$ cat config.mk
export PLATFORM = sky130hd
export DESIGN_NAME = mult_sched
export DESIGN_NICKNAME = d
export VERILOG_FILES = /design/src/rtl/mult_sched_pkg.sv /design/src/rtl/mult_sched_core.sv /design/src/rtl/mult_sched.sv
export SDC_FILE = /design/constraint.sdc
export NUM_CORES = 1
export LEC_CHECK = 0
export ABC_CLOCK_PERIOD_IN_PS = 7640
export CORE_UTILIZATION = 59
export CTS_CLUSTER_DIAMETER = 80
export DETAILED_ROUTE_END_ITERATION = 8
export PLACE_DENSITY = 0.83
export SETUP_SLACK_MARGIN = 0.1
export SLEW_MARGIN = 20
export SYNTH_ARGS = -nofsm -noshare
export SYNTH_HDL_FRONTEND = slang
export SYNTH_SLANG_ARGS = --single-unit
$ cat constraint.sdc
create_clock -name clk -period 7.64 [get_ports clk]
set_input_delay 0.764 -clock clk [delete_from_list [all_inputs] [get_ports clk]]
set_output_delay 0.764 -clock clk [all_outputs]
set_load 0.02 [all_outputs]
$ cat src/rtl/mult_sched_pkg.sv
`default_nettype none
// ============================================================================
// Module      : mult_sched_pkg
// Description : Shared Q1.15 audio constants and saturation helpers.
// Revision    : 1.0 - initial release
// ============================================================================
package mult_sched_pkg;

    localparam int c_q15_bits = 16;
    localparam int c_q15_frac = 15;

    function automatic logic [63:0] sat_max(input int width);
        return (64'd1 << (width - 1)) - 64'd1;
    endfunction

    function automatic logic [63:0] sat_min(input int width);
        return 64'd1 << (width - 1);
    endfunction

    function automatic int tag_width(input int n);
        return (n > 1) ? $clog2(n) : 1;
    endfunction

    localparam logic [c_q15_bits-1:0] c_q15_max = c_q15_bits'(sat_max(c_q15_bits));
    localparam logic [c_q15_bits-1:0] c_q15_min = c_q15_bits'(sat_min(c_q15_bits));

endpackage
`default_nettype wire

$ cat src/rtl/mult_sched_core.sv
`default_nettype none
// ============================================================================
// Module      : mult_sched_core
// Description : Two-stage signed fractional multiply with saturation and tag.
// Revision    : 1.0 - initial release
// ============================================================================
module mult_sched_core
    import mult_sched_pkg::*;
#(
    parameter int BITSIZE = c_q15_bits,
    parameter int TAG_W   = 2
) (
    input  logic               clk,
    input  logic               i_resetn,
    input  logic               i_valid,
    input  logic [TAG_W-1:0]   i_tag,
    input  logic [BITSIZE-1:0] i_a,
    input  logic [BITSIZE-1:0] i_b,
    output logic               o_valid,
    output logic [TAG_W-1:0]   o_tag,
    output logic [BITSIZE-1:0] o_result,
    output logic               o_busy
);

    localparam logic [BITSIZE-1:0] c_max = BITSIZE'(sat_max(BITSIZE));

    logic                 r_v1;
    logic                 r_v2;
    logic [TAG_W-1:0]     r_tag1;
    logic [TAG_W-1:0]     r_tag2;
    logic [BITSIZE-1:0]   r_a;
    logic [BITSIZE-1:0]   r_b;
    logic [BITSIZE-1:0]   r_result;

    logic [2*BITSIZE-1:0] w_a_ext;
    logic [2*BITSIZE-1:0] w_b_ext;
    logic [2*BITSIZE-1:0] w_prod;
    logic [BITSIZE-1:0]   w_sat;
    logic                 w_unused_lsbs;

    assign w_a_ext = {{BITSIZE{r_a[BITSIZE-1]}}, r_a};
    assign w_b_ext = {{BITSIZE{r_b[BITSIZE-1]}}, r_b};
    assign w_prod  = w_a_ext * w_b_ext;

    // Only -1.0 * -1.0 yields a positive product whose top two bits read 01.
    always_comb begin
        w_sat = w_prod[2*BITSIZE-2 -: BITSIZE];
        if (!w_prod[2*BITSIZE-1] && w_prod[2*BITSIZE-2]) begin
            w_sat = c_max;
        end
    end

    assign w_unused_lsbs = ^w_prod[BITSIZE-2:0];

    always_ff @(posedge clk or negedge i_resetn) begin
        if (!i_resetn) begin
            r_v1     <= 1'b0;
            r_v2     <= 1'b0;
            r_tag1   <= '0;
            r_tag2   <= '0;
            r_a      <= '0;
            r_b      <= '0;
            r_result <= '0;
        end else begin
            r_v1 <= i_valid;
            r_v2 <= r_v1;
            if (i_valid) begin
                r_a    <= i_a;
                r_b    <= i_b;
                r_tag1 <= i_tag;
            end
            if (r_v1) begin
                r_result <= w_sat;
                r_tag2   <= r_tag1;
            end
        end
    end

    assign o_valid  = r_v2;
    assign o_tag    = r_tag2;
    assign o_result = r_result;
    assign o_busy   = r_v1 | r_v2;

endmodule
`default_nettype wire

$ cat src/rtl/mult_sched.sv
`default_nettype none
// ============================================================================
// Module      : mult_sched
// Description : Shares one pipelined Q1.15 multiplier among NREQ requesters.
//               MULT_SCHED_ROUND_ROBIN_EN selects round-robin arbitration,
//               otherwise fixed priority (lowest index wins).
// Revision    : 1.0 - initial release
// ============================================================================
module mult_sched
    import mult_sched_pkg::*;
#(
    parameter int BITSIZE = c_q15_bits,
    parameter int NREQ    = 4
) (
    input  logic                    clk,
    input  logic                    resetn,
    input  logic [NREQ-1:0]         req,
    input  logic [NREQ*BITSIZE-1:0] op_a,
    input  logic [NREQ*BITSIZE-1:0] op_b,
    output logic [NREQ-1:0]         ack,
    output logic [NREQ-1:0]         done,
    output logic [BITSIZE-1:0]      result,
    output logic                    busy
);

    localparam int c_tag_w = tag_width(NREQ);

    logic               r_run;
    logic               w_grant_valid;
    logic [c_tag_w-1:0] w_grant_idx;
    logic               w_issue;
    logic               w_core_valid;
    logic [c_tag_w-1:0] w_core_tag;
    logic [BITSIZE-1:0] w_a_arr [NREQ];
    logic [BITSIZE-1:0] w_b_arr [NREQ];

    for (genvar gi = 0; gi < NREQ; gi++) begin : g_slice
        assign w_a_arr[gi] = op_a[gi*BITSIZE +: BITSIZE];
        assign w_b_arr[gi] = op_b[gi*BITSIZE +: BITSIZE];
    end

    // Holds off grants until the first clock edge after reset release.
    always_ff @(posedge clk or negedge resetn) begin
        if (!resetn) begin
            r_run <= 1'b0;
        end else begin
            r_run <= 1'b1;
        end
    end

`ifdef MULT_SCHED_ROUND_ROBIN_EN
    logic [c_tag_w-1:0] r_ptr;

    // Descending scan: the candidate closest after r_ptr is assigned last.
    always_comb begin
        int idx;
        w_grant_valid = 1'b0;
        w_grant_idx   = '0;
        for (int k = NREQ - 1; k >= 0; k--) begin
            idx = (int'(r_ptr) + k) % NREQ;
            if (req[idx]) begin
                w_grant_valid = 1'b1;
                w_grant_idx   = c_tag_w'(idx);
            end
        end
    end

    always_ff @(posedge clk or negedge resetn) begin
        if (!resetn) begin
            r_ptr <= '0;
        end else if (w_issue) begin
            r_ptr <= (w_grant_idx == c_tag_w'(NREQ - 1)) ? '0 : w_grant_idx + 1'b1;
        end
    end
`else
    always_comb begin
        w_grant_valid = 1'b0;
        w_grant_idx   = '0;
        for (int i = NREQ - 1; i >= 0; i--) begin
            if (req[i]) begin
                w_grant_valid = 1'b1;
                w_grant_idx   = c_tag_w'(i);
            end
        end
    end
`endif

    assign w_issue = w_grant_valid & r_run;

    always_comb begin
        ack = '0;
        if (w_issue) begin
            ack[w_grant_idx] = 1'b1;
        end
    end

    always_comb begin
        done = '0;
        if (w_core_valid) begin
            done[w_core_tag] = 1'b1;
        end
    end

    mult_sched_core #(
        .BITSIZE (BITSIZE),
        .TAG_W   (c_tag_w)
    ) u_core (
        .clk      (clk),
        .i_resetn (resetn),
        .i_valid  (w_issue),
        .i_tag    (w_grant_idx),
        .i_a      (w_a_arr[w_grant_idx]),
        .i_b      (w_b_arr[w_grant_idx]),
        .o_valid  (w_core_valid),
        .o_tag    (w_core_tag),
        .o_result (result),
        .o_busy   (busy)
    );

endmodule
`default_nettype wire

==> run summary <==
status: complete, no violations
mux contribution to synthesized area: 0.181%
hold path endpoint: u_core.r_tag1[0]$_DFFE_PN0P_
post-synth top area share: 42.0%
total clock buffers created by CTS: 5
clk_skew: 0.0115 ns
Max-Cap Viols: 0
CTS root buf: clkbuf_16
Post-synth ARST share: 100%
IO Port Bufs: 158
HPWL after DPL: 24400 um
Rel. slew slack: 42.9%
final instance area: 14300 um2
CP Class: reg -> reg
Final Cycle Share: 86.0%
drt pass-1 iters: 7
post-synthesis to final-layout area growth: 15.1%
CP Capture Type: flop
Clk Latency, worst-skew pair: 0.31 ns
final setup fails: 0
CP Launch Type: flop
H-tree levels: 2
vias in the first global route: 11103
maximum clock insertion buffer count: 2
WL final: 30100 um
Data required, critical path: 7.83 ns
Congestion Overflow GR: 0
GRT Util Overall: 30.8%
most frequent cell after synthesis: inv_1
minimum clock period after layout: 6.57 ns
Post-Syn Area: 12400 um2
Setup Fix Bufs, Post-CTS: 0
DR vias/cell: 5.42
main combinational cell family by area after synthesis: adder cells
Hold Fails Final Rpt: 0
R2R setup slack: 1.07 ns
GP Congestion: 0.910
Critical Path AT: 6.76 ns
Synth Area in XOR/XNOR: 1.90%
largest net degree at the start of global routing: 66
Post-CTS Resized: 0
Synth Area in Adders: 49.9%
Post-synth top cells: 297 x inv_1, 261 x fa_1, 224 x nand2_1
Yosys cell types: 49
1st-iter DRT viols: 567
Final ANT Viol Nets: 0
Die H: 147 um
Slew Limit Fails: 0
synth top area cells: fa_1 42%, dfrtp_1 11%, inv_1 9.0%, ha_1 7.9%, nand2_1 6.8%
clock sinks: 55
share of layout cells above drive strength 1: 1.86%
Fmax: 0.152 GHz
die area: 21700 um2
initial core utilization: 60.9%
worst r2r src: u_core.r_a[15]$_DFFE_PN0P_
clk slew on worst S/H paths: 0.09 ns
core area: 20400 um2
post-synthesis sequential area ratio: 11.1%
chip width: 147 um
Via Count: 9942
DRC viols: 0
I/O pin total: 159
first-pass GRT wire length: 52600 um
Post-Synthesis Cells: 1457
Post-synth top flop: dfrtp_1
initial antenna violation count: 0
number of antenna diodes: 0
Net Count, Synth: 1931
worst hold path startpoint: u_core.r_tag1[0]$_DFFE_PN0P_
Synth area leader: fa_1
register bit total from synthesis: 55
Post-synth EDFFs: 0
warnings from Yosys: 0
worst hold path type: reg -> reg
placed cell area: 14200 um2
simple-gate portion of the synthesized area: 19.4%
CTS tree: built
crit-path max FO: 17
Routed WL per cell: 16.4 um
RSZ-0062 raised after global routing: false
Hold Crit Depth: 2
Reg2Reg Capture Point: u_core.o_result[11]$_DFFE_PN0P_
Worst-Margin Slew: 0.857 ns
Synth Area in Compound Gates: 6.54%
CTS Hold Buffers Added: 0
reg2reg path depth: 17
NumNets Final: 2036
row count: 52
fill cell count: 1622
Syn Area/Cell: 8.54 um2
final setup TNS: 0 ns
==> worst max-delay path, cell delays in order, from the launching register on <==
cell and delay, ns:
dfrtp_1 0.72, nand2_1 0.19, inv_1 0.17, fa_1 0.58, fa_1 0.96, fa_1 0.55, fa_1 0.58, fa_1 0.43
fa_1 0.46, ha_1 0.36, a21o_1 0.23, a21o_1 0.18, a21oi_1 0.14, o21ai_0 0.12, a21oi_2 0.14, xor2_1 0.20
o21a_2 0.33, a31oi_1 0.12
==> final cells by class <==
class | instances | area, um2 | share of cell area (%)
sequential | 55 | 1380 | 9.61
inverter | 297 | 1110 | 7.78
clock inverter | 3 | 33.8 | 0.236
timing repair buffer | 162 | 1610 | 11.2
clock buffer | 5 | 125 | 0.874
tap | 270 | 338 | 2.36
multi-input combinational | 1041 | 9730 | 67.9
==> flip-flops by register name, indices dropped and copies added, names as in the netlist <==
register / count
u_core.r_a: 16
u_core.o_tag: 2
u_core.o_result: 16
r_run: 1
u_core.r_v1: 1
u_core.r_tag1: 2
u_core.r_b: 16
u_core.o_valid: 1
==> stage by stage <==
stage	worst slack, ns	util, %	hold slack (ns)	std cells
after detailed placement	1.14	69.3	0.479	1825
after floorplan	1.69	-	0.391	1457
after CTS	1.11	70.1	0.497	1833
after global routing	0.672	70.1	0.544	1833
after global placement	1.38	69.3	0.465	1825
final	1.07	70.1	0.492	1833
==> layer usage <==
layer  track usage, %  up-vias  share of wire [%]
li1                 -     4537                  -
met1             37.1     4903                 37
met2             53.9      386                 51
met3             3.14      116                5.6
met4             18.1        0                6.5
met5                0        -                  0
==> cells by family after synthesis <==
logic type | count (synthesis)
multiplexers | 2
adder cells (fa/ha/maj) | 340
flip-flops | 55
XOR/XNOR | 27
buffers and inverters | 361
AND/OR/NAND/NOR | 534
AO/OA/AOI/OAI | 137
other | 1
==> worst max path at each step <==
| stage | start | end | slack (ns) | cells after the start |
|---|---|---|---|---|
| floorplan | u_core.r_a[15]$_DFFE_PN0P_ | u_core.o_result[12]$_DFFE_PN0P_ | 1.69 | 21 |
| global placement | u_core.r_a[15]$_DFFE_PN0P_ | u_core.o_result[11]$_DFFE_PN0P_ | 1.38 | 19 |
| detailed placement | u_core.r_a[15]$_DFFE_PN0P_ | u_core.o_result[11]$_DFFE_PN0P_ | 1.14 | 17 |
| CTS | u_core.r_a[15]$_DFFE_PN0P_ | u_core.o_result[11]$_DFFE_PN0P_ | 1.11 | 17 |
| global route | u_core.r_a[15]$_DFFE_PN0P_ | u_core.o_result[14]$_DFFE_PN0P_ | 0.67 | 19 |
| finish | u_core.r_a[15]$_DFFE_PN0P_ | u_core.o_result[11]$_DFFE_PN0P_ | 1.07 | 17 |
==> placed cells by master (no fill, tap or decap), drive strengths merged, types with 6 or more instances in the layout <==
master / count
inv: 298
fa: 261
nand2: 224
clkdlybuf4s50: 157
nor2: 133
and2: 120
ha: 79
o21ai: 74
dfrtp: 55
nand3: 35
a21oi: 29
xnor2: 20
xor2: 7
nand4: 6
Power is left out: the tool's default activity adds up to more than one toggle a clock period on the data nets, which glitch-free logic cannot reach.
